===== src/rtl/timer_pkg.sv =====
// timer_pkg: shared state encoding, default widths and saturating arithmetic for the cook timer.
package timer_pkg;

    localparam int TIME_W_DEF   = 12;
    localparam int STEP_W_DEF   = 4;
    localparam int MAX_TIME_DEF = 4095;

    typedef enum logic [1:0] {
        IDLE     = 2'd0,
        ARMED    = 2'd1,
        COUNTING = 2'd2,
        EXPIRED  = 2'd3
    } state_e;

    function automatic logic [31:0] sat_sub(input logic [31:0] a, input logic [31:0] b);
        return (a > b) ? a - b : 32'd0;
    endfunction

    // Operands are far narrower than 32 bits, so the sum cannot overflow before the clamp.
    function automatic logic [31:0] sat_add(input logic [31:0] a, input logic [31:0] b,
                                            input logic [31:0] max);
        return (a + b > max) ? max : a + b;
    endfunction

endpackage


===== src/rtl/tick_prescaler.sv =====
// tick_prescaler: divides clk by TICK_DIV while enabled; TickOut flags the wrap cycle.
module tick_prescaler #(
    parameter int TICK_DIV = 50000000
) (
    input  logic clk,
    input  logic rst,
    input  logic En,
    input  logic Clr,
    output logic TickOut
);

    localparam int CW = $clog2(TICK_DIV);

    logic [CW-1:0] cnt_q, cnt_d;

    assign TickOut = En && (cnt_q == CW'(TICK_DIV - 1));

    always_comb begin
        cnt_d = Clr ? '0 : !En ? cnt_q : TickOut ? '0 : cnt_q + CW'(1);
    end

    always_ff @(posedge clk) begin
        if (rst) cnt_q <= '0;
        else     cnt_q <= cnt_d;
    end

endmodule


===== src/rtl/countdown_timer.sv =====
// countdown_timer: loadable seconds countdown with saturating step decrement and expiry pulse.
// Defining TIMER_BEEP_EN adds the Beep output and its BEEP_TICKS-long hold logic.
module countdown_timer
    import timer_pkg::*;
#(
    parameter int TIME_W   = TIME_W_DEF,
    parameter int STEP_W   = STEP_W_DEF,
    parameter int TICK_DIV = 50000000,
    parameter int MAX_TIME = MAX_TIME_DEF,
    parameter int ADD_STEP = 30
`ifdef TIMER_BEEP_EN
    , parameter int BEEP_TICKS = 3
`endif
) (
    input  logic              clk,
    input  logic              rst,
    input  logic              LoadEn,
    input  logic [TIME_W-1:0] LoadValue,
    input  logic              AddEn,
    input  logic              Clear,
    input  logic              CounterEnable,
    input  logic [STEP_W-1:0] CounterInput,
    output logic [TIME_W-1:0] PresentTime,
    output logic              Tick,
    output logic              Done,
    output logic [1:0]        State
`ifdef TIMER_BEEP_EN
    , output logic            Beep
`endif
);

    state_e            state_q, state_d;
    logic [TIME_W-1:0] pt_q, pt_d;
    logic              tick_q, tick_d;
    logic              done_q, done_d;
    logic [TIME_W-1:0] load_val, add_val, sub_val;
    logic              fresh, count_en, pre_en, pre_clr, wrap, apply;

    assign fresh    = (state_q == IDLE) || (state_q == EXPIRED);
    assign count_en = (state_q == COUNTING) && CounterEnable && (pt_q != '0);
    // Adding from an idle/expired timer restarts the second boundary; mid-count adds keep it.
    assign pre_clr  = Clear || LoadEn || (AddEn && fresh);
    assign apply    = wrap && (state_q == COUNTING);

    assign load_val = TIME_W'(sat_add(32'(LoadValue), 32'd0, 32'(MAX_TIME)));
    assign add_val  = TIME_W'(sat_add(32'(pt_q), 32'(ADD_STEP), 32'(MAX_TIME)));
    assign sub_val  = TIME_W'(sat_sub(32'(pt_q), 32'(CounterInput)));

`ifdef TIMER_BEEP_EN
    localparam int BW = (BEEP_TICKS > 1) ? $clog2(BEEP_TICKS) : 1;

    logic          beep_q, beep_d;
    logic [BW-1:0] bcnt_q, bcnt_d;

    // The prescaler free-runs during the beep so its length is measured in seconds.
    assign pre_en = count_en || beep_q;
    assign Beep   = beep_q;

    always_comb begin
        beep_d = beep_q;
        bcnt_d = bcnt_q;
        if (Clear || LoadEn || AddEn) begin
            beep_d = 1'b0;
            bcnt_d = '0;
        end else if (done_d) begin
            beep_d = 1'b1;
            bcnt_d = '0;
        end else if (beep_q && wrap) begin
            beep_d = bcnt_q != BW'(BEEP_TICKS - 1);
            bcnt_d = bcnt_q + BW'(1);
        end
    end

    always_ff @(posedge clk) begin
        if (rst) begin
            beep_q <= 1'b0;
            bcnt_q <= '0;
        end else begin
            beep_q <= beep_d;
            bcnt_q <= bcnt_d;
        end
    end
`else
    assign pre_en = count_en;
`endif

    tick_prescaler #(.TICK_DIV(TICK_DIV)) u_prescaler (
        .clk     (clk),
        .rst     (rst),
        .En      (pre_en),
        .Clr     (pre_clr),
        .TickOut (wrap)
    );

    always_comb begin
        state_d = state_q;
        pt_d    = pt_q;
        tick_d  = 1'b0;
        done_d  = 1'b0;
        if (Clear) begin
            pt_d    = '0;
            state_d = IDLE;
        end else if (LoadEn) begin
            pt_d    = load_val;
            state_d = (load_val != '0) ? ARMED : IDLE;
        end else if (AddEn) begin
            pt_d    = add_val;
            state_d = fresh ? ARMED : state_q;
        end else if (state_q == ARMED && CounterEnable) begin
            state_d = COUNTING;
        end else if (state_q == COUNTING && !CounterEnable) begin
            state_d = ARMED;
        end else if (apply) begin
            pt_d    = sub_val;
            tick_d  = 1'b1;
            done_d  = sub_val == '0;
            state_d = (sub_val == '0) ? EXPIRED : COUNTING;
        end else if (state_q == EXPIRED) begin
            state_d = IDLE;
        end
    end

    always_ff @(posedge clk) begin
        if (rst) begin
            state_q <= IDLE;
            pt_q    <= '0;
            tick_q  <= 1'b0;
            done_q  <= 1'b0;
        end else begin
            state_q <= state_d;
            pt_q    <= pt_d;
            tick_q  <= tick_d;
            done_q  <= done_d;
        end
    end

    assign PresentTime = pt_q;
    assign Tick        = tick_q;
    assign Done        = done_q;
    assign State       = state_q;

endmodule


===== config.mk =====
export PLATFORM = sky130hd
export DESIGN_NAME = countdown_timer
export DESIGN_NICKNAME = d
export VERILOG_FILES = /design/src/rtl/timer_pkg.sv /design/src/rtl/tick_prescaler.sv /design/src/rtl/countdown_timer.sv
export SDC_FILE = /design/constraint.sdc
export NUM_CORES = 1
export LEC_CHECK = 0
export ABC_AREA = 1
export CORE_MARGIN = 10
export CORE_UTILIZATION = 57
export DETAILED_ROUTE_END_ITERATION = 16
export PLACE_DENSITY_LB_ADDON = 0.25
export SYNTH_ARGS = -nofsm -noshare
export SYNTH_HDL_FRONTEND = slang
export SYNTH_SLANG_ARGS = --single-unit

===== constraint.sdc =====
create_clock -name clk -period 2.6 [get_ports clk]
set_input_delay 0.78 -clock clk [delete_from_list [all_inputs] [get_ports clk]]
set_output_delay 0.78 -clock clk [all_outputs]
set_load 0.1 [all_outputs]

* Yosys cells after proc, flatten, opt, wreduce, memory -nomap -nowiden
Cells that the tools add are included.
Storage, ports and cells: input bits 22, output and inout bits 16, bits in registers 42
Cells by class: add/sub/neg operators 3, order comparisons 3, reduce and logical (&&, ||, !) cells 23, equal/unequal tests 7, bitwise logic cells 1, muxes and demuxes 19
Operators with widths (count):
- $mux W12 | 8
- $add A26 B1 Y26 const B | 1
- $eq A26 B26 Y1 const B | 1
- $mux W26 | 1
- $reduce_bool A12 Y1 | 2
- $mux W2 | 7
- $add A12 B5 Y13 const B | 1
- $gt A13 B12 Y1 const B | 1
- $gt A12 B12 Y1 const B | 1
- $gt A12 B4 Y1 | 1
- $logic_not A12 Y1 | 1
- $sub A12 B4 Y12 | 1
- $logic_and A1 B1 Y1 | 7
- $reduce_or A7 Y1 | 1
- $ne A3 B3 Y1 const B | 2
- $reduce_bool A6 Y1 | 1
- $reduce_or A6 Y1 | 1
- $eq A2 B2 Y1 const B | 2
- $reduce_or A2 Y1 | 2
- $logic_or A1 B1 Y1 | 3
- $mux W1 | 3
- $ne A3 B2 Y1 const B | 1
- $reduce_and A3 Y1 | 1
- $reduce_bool A3 Y1 | 1
- other kinds (5) | 5

* Longest topological paths before layout
depth in word-level cells 10, mapped depth 16, depth with buffers taken out 16

* By module
From an unflattened synthesis, not the netlist that was laid out.
Unflattened totals: cells, all modules 561, area, all modules 3474.6 sq um
By module, submodules not included:
- countdown_timer | cells each 319, times used 1, area an instance 1843.0 sq um
- tick_prescaler | cells each 242, times used 1, area an instance 1631.6 sq um

* Worst setup path after synthesis
No wires, ideal clock.
path type register -> register, from reg pt_q[0], in the netlist PresentTime[0], to reg state_q[0], in the netlist State[0], stages on the path, launching flop included 17, setup slack -216 ps, arrival time 2699 ps, buffers on the path 1, library setup time 117 ps, clock period less this slack 2816 ps, required time 2483 ps, cells stage by stage dfxtp_1 inv_1 ha_1 fa_1 inv_1 nand2_1 nand2_1 nand3_1 nand2_2 buf_6 nand2_1 nor2_1 nor2_1 nand4_1 nand2_1 nand2_1 nand2_1
Between the ends: longest elaborated chain between the ends 9
RTL lines:
- start: declaration | RTL line countdown_timer.sv:33 | logic [TIME_W-1:0] pt_q, pt_d;
- start signal: assignment | RTL line countdown_timer.sv:131 | pt_q <= pt_d;
- $sub A12 B4 Y12 (tied with other cells) | RTL line timer_pkg.sv:16 | return (a > b) ? a - b : 32'd0;
- $mux W12 / $logic_and A1 B1 Y1 (equally long branches) | RTL line timer_pkg.sv:16, countdown_timer.sv:40
- $logic_not A12 Y1 / $logic_and A1 B1 Y1 (equally long branches) | RTL line countdown_timer.sv:117, tick_prescaler.sv:16
- $mux W1 / $logic_and A1 B1 Y1 (equally long branches) | RTL line countdown_timer.sv:117, countdown_timer.sv:43
- $mux W2 | RTL line countdown_timer.sv:113 | end else if (apply) begin
- $mux W2 | RTL line countdown_timer.sv:111 | end else if (state_q == COUNTING && !CounterEnable) begin
- $mux W2 | RTL line countdown_timer.sv:109 | end else if (state_q == ARMED && CounterEnable) begin
- $mux W2 | RTL line countdown_timer.sv:106 | end else if (AddEn) begin
- $mux W2 | RTL line countdown_timer.sv:103 | end else if (LoadEn) begin
- end signal: assignment | RTL line countdown_timer.sv:130 | state_q <= state_d;
- end: declaration | RTL line countdown_timer.sv:32 | state_e state_q, state_d;
Parallel ways exist; a longest one is shown, timed or not. A chain may end at the register's enable or synchronous reset.

* Worst setup path in the final report
from in CounterInput[2], to reg state_q[0], in the netlist State[0]
Between the ends: longest elaborated chain between the ends 9
RTL lines:
- start: declaration | RTL line countdown_timer.sv:22 | input logic [STEP_W-1:0] CounterInput,
- $sub A12 B4 Y12 / $gt A12 B4 Y1 (equally long branches) | RTL line timer_pkg.sv:16
- $mux W12 (*) | RTL line timer_pkg.sv:16
- $logic_not A12 Y1 (*) | RTL line countdown_timer.sv:117 | state_d = (sub_val == '0) ? EXPIRED : COUNTING;
- $mux W1 (*) | RTL line countdown_timer.sv:117
- $mux W2 (*) | RTL line countdown_timer.sv:113
- $mux W2 (*) | RTL line countdown_timer.sv:111
- $mux W2 (*) | RTL line countdown_timer.sv:109
- $mux W2 (*) | RTL line countdown_timer.sv:106
- $mux W2 (*) | RTL line countdown_timer.sv:103
Mark *: on every way between the ends. The rest lies on a longest branch, timed or not.

==> results summary <==
The number of global-route vias before repair came out at 3627. The number of nets in the final layout is 648. The worst hold path begins at u_prescaler.cnt_q[5].

The final core utilization came out at 0.712. The area of the core is 5890 um2. The largest net degree at the start of global routing came out at 17.

The dominant synthesized flop cell is sky130_fd_sc_hd__dfxtp_1. For this run, asynchronously set or reset flops after synthesis account for 0. In this run the number of H-tree levels came out at 2. In this run the tightest slew margin relative to its limit is 0.625.

The die is just under 100 um wide. After legalization and detailed placement, the total HPWL measured between 8000 and 9000 um. The iteration-0 DRC count of the detailed router came out at 250. The synthesized net count came out at 586.

The cell with the biggest individual delay on the critical path is sky130_fd_sc_hd__clkdlybuf4s50_1. At the worst endpoint, the required time is approximately 2900 ps. The total clock sinks is between 40 and 50. In the post-synthesis netlist, the biggest area contributors are sky130_fd_sc_hd__dfxtp_1 (25%), sky130_fd_sc_hd__nand2_1 (13%), sky130_fd_sc_hd__inv_1 (8.4%). The share of the clock period used by the worst path after layout came out at 0.972.

The number of antenna repair diodes is 0. STA classifies the critical path endpoint as a flop. Clock-pin slew was measured on the worst setup and hold paths at 90 ps. The mean instance size in the synthesized netlist came out at 6.19 um2.

In the synthesized netlist, the number of instances is roughly 550. The timing-limited maximum frequency is just under 400 MHz. At the pin with the least slew margin, the transition time is 561 ps. Counting tap cells, the placed design contains a total of around 680 instances. In this run the clock root is driven by a sky130_fd_sc_hd__clkbuf_8. The CTS buffer count is 5. The number of rows created at floorplan is 28.

The signal on the critical path passes through clkdlybuf4s50_1, inv_1, ha_4, nand2_1, nand2_1, inv_1, nand2_1, nand2_2, buf_4, nand3_1, nand3_1, nor2_2, nand4_1, nand2_1, nand2_1, nand2_1. The number of antenna violations at the first check in global routing came to 0. The peak per-stage delay on the critical path came out at ~500 ps. The number of failing setup endpoints in the final timing report is 0. The clock tree from TritonCTS is built. The critical path class is in2reg. The distinct cell type count after synthesis came out at 42. The detail route stage leaves a number of antenna-violating nets equal to 0. Tracing the worst setup path back leads to its startpoint at CounterInput[2]. The number of warnings issued by yosys came out at 0. 38 I/O pins were placed.

The leakage power is ~1.8 nW. The post-synth design cell area is 3420 um2. The final count of pins violating max slew came out at 0.

The later pin in the worst-skew pair is clocked with a latency of approximately 310 ps. The longest clock path from root to sink contains 2 buffers. Across every metal layer, demand over resource in global routing totals 0.214.

The cell type contributing the most total cell area after synthesis is sky130_fd_sc_hd__dfxtp_1. The post-cts hold buffer count is 0. The total power density per cell area is 417 nW/um2. The final hold violation count came out at 0. The run finished with clean final reports.

The die extent in y is just under 100 um. The number of buffers inserted by port buffering is 37. The total routed wirelength is between 10000 and 15000 um. VDD sags by at most approximately 0.00031 V.

The count of state elements after synthesis came out at 42. Among the stages of the critical path, the cell type that occurs most often is sky130_fd_sc_hd__nand2_1. The fraction of post-synthesis cell area in the top cell type by area is 0.246.

Using the TritonRoute via totals, the vias-per-cell ratio works out to approximately 5.6. The clock arrives with 7.19 ps of skew. The detailed-route DRC error count came out at 0. The number of standard cells in the layout, taps in and fillers out is about 690.

The total power draw came out at 1.75 mW. The average routed wire per standard cell came out at roughly 15 um. STA classifies the critical path startpoint as an input port. The number of flops mapped to enable cells by yosys is 0. The critical register-to-register path startpoint is PresentTime[2].

The area growth from synthesis to layout is 22.3%. The effective utilization at floorplan is 0.582. The total grt overflow is 0. The peak fanout along the critical path came out at 5.

The minimum clock period came out at about 2500 ps. The reported max-cap violation count is 0. The routability congestion estimate came out at around 1.0. The number of search-and-repair iterations in the first detailed-routing pass came out at 5.

The total number of vias is slightly below 4k. The min-delay analysis places its worst path in the category reg2reg. The internal reg-to-reg setup slack is between 200 and 250 ps. The die area is 9510 um2. For this run, the register share of the synthesized area comes to 0.246. The fraction of layout instances using a drive strength above 1 is 0.187.

The first global-routing pass estimated approximately 17000 um of wire. The data arrival time at the worst-slack endpoint is 2780 ps.
-- routing by layer --
metal | up-vias | wire, um | GRT usage | share of wire
li1 | 1940 | - | - | -
met1 | 1740 | 4910 | 0.299 | 0.46
met2 | 183 | 4420 | 0.300 | 0.41
met3 | 18 | 1140 | 0.0697 | 0.11
met4 | 0 | 178 | 0.0615 | 0.017
met5 | - | 0 | 0 | 0
-- cells in the mapped netlist (2+ instances only) --
cell                         n
sky130_fd_sc_hd__nand3_2     2
sky130_fd_sc_hd__nand4_2     2
sky130_fd_sc_hd__nand2_2     3
sky130_fd_sc_hd__buf_6       3
sky130_fd_sc_hd__nor3_1     14
sky130_fd_sc_hd__nor2_4      5
sky130_fd_sc_hd__inv_2       5
sky130_fd_sc_hd__nand4_1    25
sky130_fd_sc_hd__clkbuf_1    2
sky130_fd_sc_hd__buf_4       3
sky130_fd_sc_hd__inv_1      77
sky130_fd_sc_hd__nor2_1     71
sky130_fd_sc_hd__nor3_4      2
sky130_fd_sc_hd__nor4_1      3
sky130_fd_sc_hd__ha_1       10
sky130_fd_sc_hd__nor2_2      4
sky130_fd_sc_hd__o21a_1      2
sky130_fd_sc_hd__buf_2       6
sky130_fd_sc_hd__nand2_4     2
sky130_fd_sc_hd__a21oi_2     9
sky130_fd_sc_hd__a21oi_1    24
sky130_fd_sc_hd__o21ai_0    18
sky130_fd_sc_hd__o21ai_1    12
sky130_fd_sc_hd__o22ai_1     6
sky130_fd_sc_hd__nand2_1   123
sky130_fd_sc_hd__dfxtp_1    42
sky130_fd_sc_hd__nand3_1    53
sky130_fd_sc_hd__a31oi_1     2
sky130_fd_sc_hd__or2_2       6
sky130_fd_sc_hd__xor2_1      5
-- critical path, delay by kind of cell --
kind / cells / cell delay (ps)
buffers and inverters: 4 / 780
AND/OR/NAND/NOR: 11 / 920
adder cells (fa/ha/maj): 1 / 290
-- through the flow --
step	hold slack [ps]	TNS [ps]	setup slack (ps)	area (um2)
after floorplan	434	0	53.1	3430
after detailed placement	470	-4280	-378	3970
after CTS	483	0	8.86	4080
after global routing	518	-118	-47.9	4190
final	487	0	73.1	4190
after global placement	445	-3180	-281	3970
-- layout make-up --
class / instances / area [um2]
Clock buffer: 7 / 86.3
Fill cell: 512 / 1700
Inverter: 83 / 313
Clock inverter: 1 / 8.76
Multi-Input combinational cell: 414 / 2240
Timing Repair Buffer: 69 / 602
Sequential cell: 42 / 845
Tap cell: 75 / 93.8
-- where the power goes --
group,internal (mW),total [mW],switching (mW)
Clock,0.220,0.467,0.247
Combinational,0.227,0.594,0.367
Sequential,0.655,0.684,0.0295
Total,1.10,1.75,0.644
-- placed cells by master (no fill, tap or decap), drive strengths merged, types with 2 or more instances in the layout --
master	Yosys	routed
a21oi	33	33
a31oi	2	2
buf	12	48
clkbuf	2	7
clkdlybuf4s50	0	20
dfxtp	42	42
ha	10	10
inv	82	83
nand2	128	128
nand3	55	55
nand4	28	28
nor2	80	80
nor3	17	17
nor4	3	3
o21a	2	2
o21ai	30	30
o22ai	6	6
or2	6	6
xor2	5	5
-- repair_timing --
action                     in CTS  in global routing
setup endpoints to repair       4                 14
gates resized for setup         2                 20
pin swaps                       0                  5
buffers inserted                0                  5
-- state kept, by name, indices dropped and copies added, names as in the netlist --
| register | count |
|---|---|
| u_prescaler.cnt_q | 26 |
| PresentTime | 12 |
| State | 2 |
| Done | 1 |
| Tick | 1 |
-- final timing paths --
check,end,cells after the start
worst max-delay path,State[0],16
worst min-delay path,u_prescaler.cnt_q[5],2
worst max register to register,PresentTime[1],9
worst min register to register,u_prescaler.cnt_q[5],2
-- cell families (layout without fill, tap and decap cells) --
family                     count (synthesis)  count (layout)  share of synthesized area
xor gates and xnor gates                   6               6                     0.0153
and+or+nand+nor                          318             318                      0.442
buffers and inverters                     97             160                      0.119
AOI/OAI and AO/OA                         79              79                      0.136
adders and majority gates                 11              11                     0.0424
DFF                                       42              42                      0.246
No activity file was read; power rests on OpenSTA's default activity.
